<file path="config.mk">
export PLATFORM = sky130hd
export DESIGN_NAME = pulse_period_meter
export DESIGN_NICKNAME = d
export VERILOG_FILES = /design/src/rtl/pulse_period_meter.sv
export SDC_FILE = /design/constraint.sdc
export NUM_CORES = 1
export LEC_CHECK = 0
export CAP_MARGIN = 20
export CORE_ASPECT_RATIO = 0.75
export CORE_MARGIN = 2
export CORE_UTILIZATION = 44
export DETAILED_ROUTE_END_ITERATION = 10
export PLACE_DENSITY = 0.69
export SYNTH_ARGS = -nofsm -noshare
export SYNTH_HDL_FRONTEND = slang
export SYNTH_SLANG_ARGS = --single-unit
export TNS_END_PERCENT = 50
</file>
<file path="constraint.sdc">
create_clock -name clk -period 4.6 [get_ports clk]
set_input_delay 1.15 -clock clk [delete_from_list [all_inputs] [get_ports clk]]
set_output_delay 1.15 -clock clk [all_outputs]
set_load 0.1 [all_outputs]
</file>
<file path="src/rtl/pulse_period_meter.sv">
// Measures clk cycles between successive pulses on pulse_in and delivers each
// period through a valid/ready output register, with sticky timeout/overrun flags.
module pulse_period_meter #(
  parameter int WIDTH = 32
) (
  input  logic             clk,
  input  logic             reset,
  input  logic             enable,
  input  logic             clear,
  input  logic             pulse_in,
  input  logic [WIDTH-1:0] timeout,
  output logic [WIDTH-1:0] period,
  output logic             period_valid,
  input  logic             period_ready,
  output logic             busy,
  output logic             overrun,
  output logic             timed_out
);

  typedef enum logic [1:0] {
    IDLE    = 2'd0,
    ARMED   = 2'd1,
    MEASURE = 2'd2
  } state_t;

  localparam logic [WIDTH-1:0] CNT_ONE = {{(WIDTH-1){1'b0}}, 1'b1};
  localparam logic [WIDTH-1:0] CNT_MAX = {WIDTH{1'b1}};

  state_t           state;
  logic [WIDTH-1:0] cnt;

  // busy decodes directly from the state flop, so it carries no extra logic depth
  assign busy = (state == MEASURE);

  always_ff @(posedge clk or negedge reset) begin
    if (!reset) begin
      state        <= IDLE;
      cnt          <= '0;
      period       <= '0;
      period_valid <= 1'b0;
      overrun      <= 1'b0;
      timed_out    <= 1'b0;
    end else if (clear) begin
      period_valid <= 1'b0;
      overrun      <= 1'b0;
      timed_out    <= 1'b0;
      cnt          <= '0;
      state        <= enable ? ARMED : IDLE;
    end else begin
      // A transfer empties the output register; a new capture below may refill it.
      if (period_valid && period_ready) begin
        period_valid <= 1'b0;
      end

      if (!enable) begin
        state <= IDLE;
        cnt   <= '0;
      end else begin
        unique case (state)
          IDLE: begin
            state <= ARMED;
          end
          ARMED: begin
            if (pulse_in) begin
              state <= MEASURE;
              cnt   <= CNT_ONE;
            end
          end
          MEASURE: begin
            if (pulse_in) begin
              cnt <= CNT_ONE;
              if (!period_valid || period_ready) begin
                period       <= cnt;
                period_valid <= 1'b1;
              end else begin
                overrun <= 1'b1;
              end
            end else if ((timeout != '0) && (cnt == timeout)) begin
              timed_out <= 1'b1;
              state     <= ARMED;
              cnt       <= '0;
            end else if (cnt != CNT_MAX) begin
              cnt <= cnt + CNT_ONE;
            end
          end
          default: begin
            state <= IDLE;
            cnt   <= '0;
          end
        endcase
      end
    end
  end

endmodule
</file>
==> reports/results.tsv <==
stage	metric	value	unit
routing	num_vias	3495	
power	p_per_area	269	nW/um^2
timing	setup_slack	902	ps
layout	final_util	57.0	%
yosys	synthCells	399	
global_routing	grt_max_degree	39	
yosys	yosys_most_used_dff	dfrtp_1	
placed_design	placed_cells	570	
yosys	synth_top_area_share	43.0	%
timing	grt_setup_unrepaired	no	
routing	first_iter_violations	216	
clocking	cts_sinks	69	
floorplanning	die_area	9920	sq um
yosys	synth_edf_count	0	
power	power_frac_comb	8.7	%
placed_design	port_buffers	73	
clocking	hold_buffers	0	
min_path	min_path_type	reg2reg	
power	power.internal	1.06	mW
floorplanning	start_util	44.8	%
yosys	yosys_warnings	0	
yosys	ys_seq_area_share	43.0	%
layout	nNetsFinal	511	
layout	layout.cells.non_filler	585	
worst_setup_path	worstPathRequired	4810	ps
clocking	cts_tree	done	
worst_setup_path	path_class	in2reg	
flow_run	max_cap_violations	0	
power	p_sw	312	uW
routing	wl	11100	um
clocking	path_clk_slew	50	ps
placed_design	gp_congestion	0.930	
global_routing	track_usage	23.9	%
timing	max_freq	0.270	GHz
yosys	ys_async_sr_fraction	100	%
global_routing	antenna_found_initial	0	
power	switching_share	22.7	%
power	power.leakage	2.26	nW
clocking	cts_buffers	9	
timing	final-hold-violation-count	0	
timing	report.final.slew_viol_count	0	
clocking	ctsResizeCount	0	
yosys	syn_area	4020	sq um
worst_setup_path	crit_fanout	25	
global_routing	grt_pass1_vias	3373	
routing	drc	0	
floorplanning	die_h	86.8	um
routing	wire_per_inst	19.0	um
worst_setup_path	end_kind	register	
layout	nFillCells	802	
global_routing	met2_usage	35.6	%
layout	drive_gt1_share	14.2	%
floorplanning	rows	30	
power	ir_drop	0.243	mV
yosys	ys_types	50	
power	p_clk_share	46.8	%
clocking	clk_latency	340	ps
timing	min_period_over_period	80.4	%
timing	slew_headroom	35.1	%
outcome	outcome	finished, final reports clean	
routing	antenna_left	0	
worst_setup_path	cp-start-kind	input port	
timing	post-route-min-period	3700	ps
timing	tightest_slew	970	ps
clocking	cts_root_buffer	clkbuf_16	
yosys	syn_area_per_cell	10.1	sq um
clocking	cts.htree.levels	3	
placed_design	dpl.hpwl	8020	um
timing	fin_setup_tns	0	ps
floorplanning	core	8970	sq um
yosys	syn-num-nets	441	
routing	drt_pass1_iterations	5	
yosys	synth_area_leader_cell	dfrtp_1	
timing	setup_viol	0	
global_routing	grt_pass1_wl	17900	um
routing	viasPerCell	5.97	
clocking	cts_setup_buffers	0	
layout	n_antenna_cell	0	
layout	syn2layout_area_growth	27.3	%
worst_setup_path	cp_data_arrival_time	3910	ps
floorplanning	pin_count	74	
floorplanning	die-width	114	um
global_routing	use_met3	5.59	%
global_routing	busiest_layer	met2	
clocking	clk_path_buf_depth	2	
timing	skew	6.47	ps
power	power.share.sequential	44.5	%
placed_design	pre_cts_ws	648	ps
yosys	synth_area_leaders	dfrtp_1 (43%), mux2_2 (9.5%), xor2_1 (7.0%)	
yosys	ys_seq_elements	69	
global_routing	overflow	0	
global_routing	use_met1	33.8	%
## cell usage in the layout (no fill, tap or decap), types with 4 or more instances in the layout
cell type,n
clkbuf_16,9
nor4_1,29
clkdlybuf4s50_1,72
and2_1,9
and3_1,5
mux2_2,34
a21oi_1,10
a21o_1,12
a221o_1,8
or4_1,8
dfrtp_1,69
o211ai_1,4
o21ai_0,14
xor2_1,32
ha_1,4
nand4b_1,6
inv_1,10
a211o_1,8
nand4_1,12
nor2_1,24
nand2_1,27
nand3_1,13
buf_4,10
## synth_stat cells, types with 2 or more instances
cell,count
dfrtp_1,69
mux2_2,34
xor2_1,32
nor4_1,29
nand2_1,27
nor2_1,25
o21ai_0,14
nand3_1,13
a21o_1,12
nand4_1,12
a21oi_1,10
buf_2,10
inv_1,10
and2_1,9
clkbuf_1,9
a211o_1,8
a221o_1,8
or4_1,8
nand4b_1,6
and3_1,5
buf_6,4
ha_1,4
o211ai_1,4
and4_1,3
nor2b_1,3
or4b_2,3
a211oi_1,2
mux2i_1,2
nor3_1,2
or3_1,2
## final timing paths
check                                 startpoint               endpoint  slack (ps)  depth (start not counted)
max                                  timeout[21]     cnt[5]$_DFFE_PN0P_         900                          7
min                        period[3]$_DFFE_PN0P_  period[3]$_DFFE_PN0P_         500                          1
max reg2reg                  cnt[21]$_DFFE_PN0P_     cnt[5]$_DFFE_PN0P_        1680                          6
min reg2reg                period[3]$_DFFE_PN0P_  period[3]$_DFFE_PN0P_         500                          1
max in group asynchronous                  reset    cnt[18]$_DFFE_PN0P_        2720                          2
min in group asynchronous                  reset  period[0]$_DFFE_PN0P_         920                          1
## per-layer routing
layer | up-vias | wire, um | part of all wire, %
li1 | 1636 | - | -
met1 | 1695 | 5280 | 47
met2 | 145 | 4790 | 43
met3 | 19 | 779 | 7.0
met4 | 0 | 279 | 2.5
met5 | - | 0 | 0
## logic make-up after synthesis
| kind of cell | synth area share [%] |
|---|---|
| and+or+nand+nor | 22.3 |
| DFF | 43.0 |
| AOI/OAI and AO/OA | 12.2 |
| muxes | 10.0 |
| buffers and inverters | 4.27 |
| xor gates and xnor gates | 6.97 |
| adders and majority gates | 1.25 |
## power groups by stage
stage	combinational (mW)	sequential [mW]	clock [mW]
final	0.120	0.612	0.644
after global routing	0.129	0.611	0.688
after CTS	0.119	0.611	0.659
after detailed placement	0.119	0.622	0
after global placement	0.119	0.622	0
after floorplan	0.0421	0.624	0
## sequential cells by signal (all words and copies together), names as in the netlist
name / flops
period_valid: 1
overrun: 1
state: 2
cnt: 32
period: 32
timed_out: 1
## cell type report
type,instances,area [sq um],share of cell area [%]
Clock buffer,14,274,5.36
Inverter,10,37.5,0.734
Multi-Input combinational cell,296,2130,41.7
Tap cell,112,140,2.74
Timing Repair Buffer,83,801,15.7
Clock inverter,1,5.00,0.0978
Sequential cell,69,1730,33.7
## worst max-delay path: stages
cell             delay [ps]
clkdlybuf4s50_1         460
xor2_1                  200
nor4_1                  510
nand4_1                 320
o311a_1                 450
o21a_2                  390
a221o_1                 420
## per-stage QoR
| stage | hold slack (ps) | area, sq um | total power [mW] |
|---|---|---|---|
| after floorplan | 531 | 4020 | 0.666 |
| after global placement | 483 | 4840 | 0.740 |
| after detailed placement | 494 | 4840 | 0.740 |
| after CTS | 506 | 5120 | 1.39 |
| after global routing | 519 | 5120 | 1.43 |
| final | 503 | 5120 | 1.38 |
No activity file was read; power rests on OpenSTA's default activity.
